`config.mk`:
```
export PLATFORM = sky130hd
export DESIGN_NAME = serial_det_scheduler
export DESIGN_NICKNAME = d
export VERILOG_FILES = /design/src/rtl/serial_det_scheduler.sv
export SDC_FILE = /design/constraint.sdc
export NUM_CORES = 1
export LEC_CHECK = 0
export CAP_MARGIN = 20
export CORE_MARGIN = 3
export CORE_UTILIZATION = 23
export DETAILED_ROUTE_END_ITERATION = 6
export PLACE_DENSITY = 0.4
export SETUP_SLACK_MARGIN = 0.1
export SLEW_MARGIN = 0
export SYNTH_ARGS = -nofsm -noshare
export SYNTH_HDL_FRONTEND = slang
export SYNTH_SLANG_ARGS = --single-unit
```
`constraint.sdc`:
```
create_clock -name clk -period 5.3 [get_ports clk]
set_input_delay 0.795 -clock clk [delete_from_list [all_inputs] [get_ports clk]]
set_output_delay 0.795 -clock clk [all_outputs]
set_load 0.05 [all_outputs]
```
`src/rtl/serial_det_scheduler.sv`:
```
// serial_det_scheduler
//
// Round-robin arbiter that lends one serial sequence detector to N_CH
// bit-serial requesters. For each grant it clears the detector for one cycle,
// streams FRAME_LEN bits of the granted channel into it, counts detector hits
// (saturating), and reports the count with a one-cycle done pulse.
//
// Ports
//   clk        rising-edge clock
//   rst        asynchronous active-low reset
//   req        per-channel request
//   ch_bit     per-channel serial data, one bit consumed per RUN cycle
//   det_w      detector hit (Mealy, same cycle as det_j)
//   det_j      serial bit to detector (0 outside RUN)
//   det_clr    one-cycle synchronous detector clear (CLEAR state)
//   gnt        one-hot grant, high in CLEAR and RUN
//   busy       high in CLEAR, RUN and REPORT
//   done       one-cycle pulse in REPORT
//   done_ch    channel of the last completed frame (held)
//   hit_cnt    hits of the last completed frame (held, saturating)
//   dbg_state  current FSM state (0 IDLE, 1 CLEAR, 2 RUN, 3 REPORT)
//
// Handshake: a channel raises req and keeps it high; gnt answers one cycle
// after req is sampled in IDLE. req[sel] must stay high through CLEAR and RUN;
// if it is low at any edge there, the frame is abandoned silently (no done,
// hit_cnt/done_ch untouched) and the round-robin pointer still advances.

module serial_det_scheduler #(
    parameter int N_CH      = 4,
    parameter int FRAME_LEN = 8,
    parameter int CNT_W     = 4,
    localparam int IDX_W    = (N_CH > 1) ? $clog2(N_CH) : 1
) (
    input  logic             clk,
    input  logic             rst,
    input  logic [N_CH-1:0]  req,
    input  logic [N_CH-1:0]  ch_bit,
    input  logic             det_w,
    output logic             det_j,
    output logic             det_clr,
    output logic [N_CH-1:0]  gnt,
    output logic             busy,
    output logic             done,
    output logic [IDX_W-1:0] done_ch,
    output logic [CNT_W-1:0] hit_cnt,
    output logic [1:0]       dbg_state
);

    typedef enum logic [1:0] {
        S_IDLE   = 2'd0,
        S_CLEAR  = 2'd1,
        S_RUN    = 2'd2,
        S_REPORT = 2'd3
    } state_t;

    localparam int             BC_W    = 8;
    localparam logic [CNT_W-1:0] HIT_MAX = '1;

    state_t           state, state_d;
    logic [IDX_W-1:0] sel;
    logic [IDX_W-1:0] ptr;
    logic [BC_W-1:0]  bit_cnt;
    logic [CNT_W-1:0] hits;
    logic [CNT_W-1:0] hits_next;
    logic [IDX_W-1:0] rr_pick;
    logic [IDX_W-1:0] rr_cand;
    logic             rr_found;
    logic             last_bit;

    assign dbg_state = state;
    assign last_bit  = (bit_cnt == BC_W'(FRAME_LEN - 1));
    // Hit counter sticks at all-ones instead of wrapping.
    assign hits_next = (det_w && (hits != HIT_MAX)) ? hits + 1'b1 : hits;

    // Round-robin search: first requester strictly after ptr, wrapping.
    always_comb begin
        rr_pick  = '0;
        rr_cand  = '0;
        rr_found = 1'b0;
        for (int i = 1; i <= N_CH; i++) begin
            rr_cand = IDX_W'((int'(ptr) + i) % N_CH);
            if (!rr_found && req[rr_cand]) begin
                rr_pick  = rr_cand;
                rr_found = 1'b1;
            end
        end
    end

    always_ff @(posedge clk or negedge rst) begin
        if (!rst) begin
            state <= S_IDLE;
        end else begin
            state <= state_d;
        end
    end

    always_comb begin
        state_d = state;
        gnt     = '0;
        det_clr = 1'b0;
        det_j   = 1'b0;
        done    = 1'b0;
        busy    = 1'b1;
        case (state)
            S_IDLE: begin
                busy = 1'b0;
                if (|req) state_d = S_CLEAR;
            end
            S_CLEAR: begin
                gnt[sel] = 1'b1;
                det_clr  = 1'b1;
                state_d  = req[sel] ? S_RUN : S_IDLE;
            end
            S_RUN: begin
                gnt[sel] = 1'b1;
                det_j    = ch_bit[sel];
                if (!req[sel])    state_d = S_IDLE;
                else if (last_bit) state_d = S_REPORT;
            end
            S_REPORT: begin
                done    = 1'b1;
                state_d = S_IDLE;
            end
            default: state_d = S_IDLE;
        endcase
    end

    // Frame datapath: selection, pointer, counters and held report values.
    always_ff @(posedge clk or negedge rst) begin
        if (!rst) begin
            sel     <= '0;
            ptr     <= IDX_W'(N_CH - 1);
            bit_cnt <= '0;
            hits    <= '0;
            hit_cnt <= '0;
            done_ch <= '0;
        end else begin
            case (state)
                S_IDLE: begin
                    if (|req) sel <= rr_pick;
                end
                S_CLEAR: begin
                    bit_cnt <= '0;
                    hits    <= '0;
                    if (!req[sel]) ptr <= sel;
                end
                S_RUN: begin
                    if (!req[sel]) begin
                        ptr <= sel;
                    end else begin
                        bit_cnt <= bit_cnt + 1'b1;
                        hits    <= hits_next;
                        // Load the report on the last bit so a hit on that
                        // bit is included and REPORT already shows it.
                        if (last_bit) begin
                            hit_cnt <= hits_next;
                            done_ch <= sel;
                        end
                    end
                end
                S_REPORT: begin
                    ptr <= sel;
                end
                default: ;
            endcase
        end
    end

endmodule

```
==> impl_metrics.tcl <==
set metrics [dict create \
    synth_ff_type "dfrtp_1" \
    setup_tns_ns 0 \
    max_freq_mhz 303 \
    ir_worst_vdd_uv 224 \
    timing.final.crit_share_pct 62.2 \
    cp-start-kind "primary input" \
    slew_headroom_pct 53.2 \
    syn_avg_cell_area_um2 10.1 \
    p_per_area_nw_per_um2 471 \
    start_util_pct 24.0 \
    dp_hpwl_um 2370 \
    fin_ws_ns 2.00 \
    grt_pass1_vias 1120 \
    rsz0062_at_grt "false" \
    yosysTopAreaCellShare_pct 38.4 \
    syn_area_um2 1440 \
    drive_gt1_share_pct 11.9 \
    ys_seq_area_share_pct 42.0 \
    power.leakage_nw 0.810 \
    final_nets 187 \
    drt-wirelength-per-cell_um 13.4 \
    syn_to_final_growth_pct 25.8 \
    grt_overflow 0 \
    swShare_pct 46.4 \
    clock-root-buffer "clkbuf_8" \
    insertion_delay_ns 0.27 \
    antenna_found_initial 0 \
    via_per_inst 4.76 \
    clock_skew_ns 0.00199 \
    remaining_drc_errors 0 \
    coreArea_um2 5990 \
    crit_top_cell "clkdlybuf4s50_1" \
    rows 28 \
    ys_seq_elements 24 \
    ant_nets 0 \
    cp_max_fo 1 \
    total_power_mw 0.850 \
    cp_num_buf_inv 2 \
    synth_cells 142 \
    synth.top_cells.by_area "dfrtp_1 38%, mux2_2 10%, ha_1 6.1%" \
    postPlaceCellArea_um2 1760 \
    yosysWarnings 0 \
    postLayoutCoreUtil_pct 30.1 \
    cp_data_arrival_time_ns 2.50 \
    cp_slowest_stage_delay_ns 0.69 \
    path_class "in -> out" \
    cp.required_ns 4.51 \
    cts_tree "done" \
    synth-edff-count 0 \
    cts_setup_buffers 0 \
    pre_cts_slack_ns 2.00 \
    cts_sinks 24 \
    final_area_um2 1810 \
    worst_pin_slew_ns 0.701 \
    routed_wl_um 3260 \
    power_frac_comb_pct 54.4 \
    status "complete, no violations" \
    mostFrequentLayoutCells "26 x clkdlybuf4s50_1, 22 x dfrtp_1, 15 x nand2_1" \
    crit_chain "clkdlybuf4s50_1 -> mux4_2 -> and2_1 -> clkdlybuf4s50_1" \
    finalSetupViolCount 0 \
    gp_congestion 0.841 \
    cap_violations 0 \
    hold_viol_final 0 \
    hp-class "reg -> reg" \
    drtIter0Drc 49 \
    cp_slowest_cell "clkdlybuf4s50_1" \
    fin_crit_ns 3.30 \
    holdBufCountCts 0 \
    cts_buffer_depth 2 \
    antenna_cells 0 \
    htree_levels 1 \
    synthArstFlopShare_pct 100 \
    cp_top_family "buffers and inverters" \
    ys_types 37 \
    ctsResizeCount 0 \
    grt_pass1_wl_um 5510 \
    ioPinCount 27 \
    slew_violations 0 \
    end_kind "output pin" \
    grt_use_total_pct 9.37 \
    grt_max_degree 25 \
    internal_power_mw 0.456 \
    p_switching_mw 0.394 \
    synth_area_leader_cell "dfrtp_1" \
    via_count 1157 \
    drt_first_pass_iters 4 \
    die_w_um 85.0 \
    syn_nets 160 \
    die_area_um2 7220 \
    final_common_cell "clkdlybuf4s50_1" \
    sequentialPowerShare_pct 31.8 \
    numCtsBuffers 3 \
    numPortBuffers 26 \
    p_clk_share_pct 13.8 \
    clkSlewWorstSetupHoldPaths_ns 0.09 \
    die_y_um 85.0 \
]
## stage by stage
| stage | hold WS [ns] | std cells |
|---|---|---|
| after floorplan | 0.488 | 142 |
| after global placement | 0.492 | 239 |
| after detailed placement | 0.492 | 239 |
| after CTS | 0.514 | 243 |
| after global routing | 0.540 | 243 |
| final | 0.510 | 243 |
## routing by layer
metal / vias to the layer above / track usage [%] / wire length [um]
met5: - / 0 / 0
met4: 0 / 3.45 / 46
met3: 5 / 1.84 / 144
met2: 25 / 14.8 / 1460
met1: 559 / 12.7 / 1600
li1: 568 / - / -
## area by class of cell
class	count	area, um^2
sequential	24	603
fill	621	4190
clock buffer	4	45.0
timing repair buffer	27	268
inverter	6	22.5
multi-input combinational	107	773
tap	75	93.8
## registers in the layout, summed over array words and instances (netlist names)
signal,flops
dbg_state,2
done_ch,2
bit_cnt,8
hits,4
ptr,2
hit_cnt,4
sel,2
## logic make-up (layout without fill, tap and decap cells)
family | Yosys count | count (layout) | synth area share (%)
XOR/XNOR | 2 | 2 | 1.22
AO/OA/AOI/OAI | 28 | 28 | 13.2
AND/OR/NAND/NOR | 50 | 50 | 17.4
buffers and inverters | 11 | 37 | 4.10
flip-flops | 24 | 24 | 42.0
multiplexers | 20 | 20 | 16.0
adder cells (fa/ha/maj) | 7 | 7 | 6.10
## power groups by stage
stage	sequential [mW]	clock (mW)	combinational (mW)
floorplan	0.266	0	0.347
global placement	0.272	0	0.462
detailed placement	0.275	0	0.466
CTS	0.271	0.121	0.468
global route	0.278	0.127	0.500
finish	0.270	0.117	0.462
## path summary, 6_finish.rpt
kind | from | to | slack (ns) | cells after the start
min reg2reg | hit_cnt[3] | hit_cnt[3] | 0.51 | 1
max | ch_bit[3] | det_j | 2.00 | 4
max in group asynchronous | rst | ptr[1] | 4.12 | 2
max reg2reg | dbg_state[0] | done_ch[0] | 2.94 | 6
min | hit_cnt[3] | hit_cnt[3] | 0.51 | 1
min in group asynchronous | rst | bit_cnt[6] | 0.88 | 2
## cell usage after synthesis, types with 3 or more instances
| cell | n |
|---|---|
| nor3_1 | 6 |
| and3_1 | 4 |
| mux2_2 | 13 |
| mux2i_1 | 6 |
| o21ai_0 | 4 |
| a21o_1 | 4 |
| inv_1 | 6 |
| nand3_1 | 7 |
| nor2_1 | 6 |
| o31ai_1 | 3 |
| a21oi_1 | 5 |
| ha_1 | 7 |
| nand2_1 | 15 |
| nand2b_1 | 3 |
| dfrtp_1 | 22 |
| a31oi_1 | 3 |
Power figures use the tool's default switching activity.
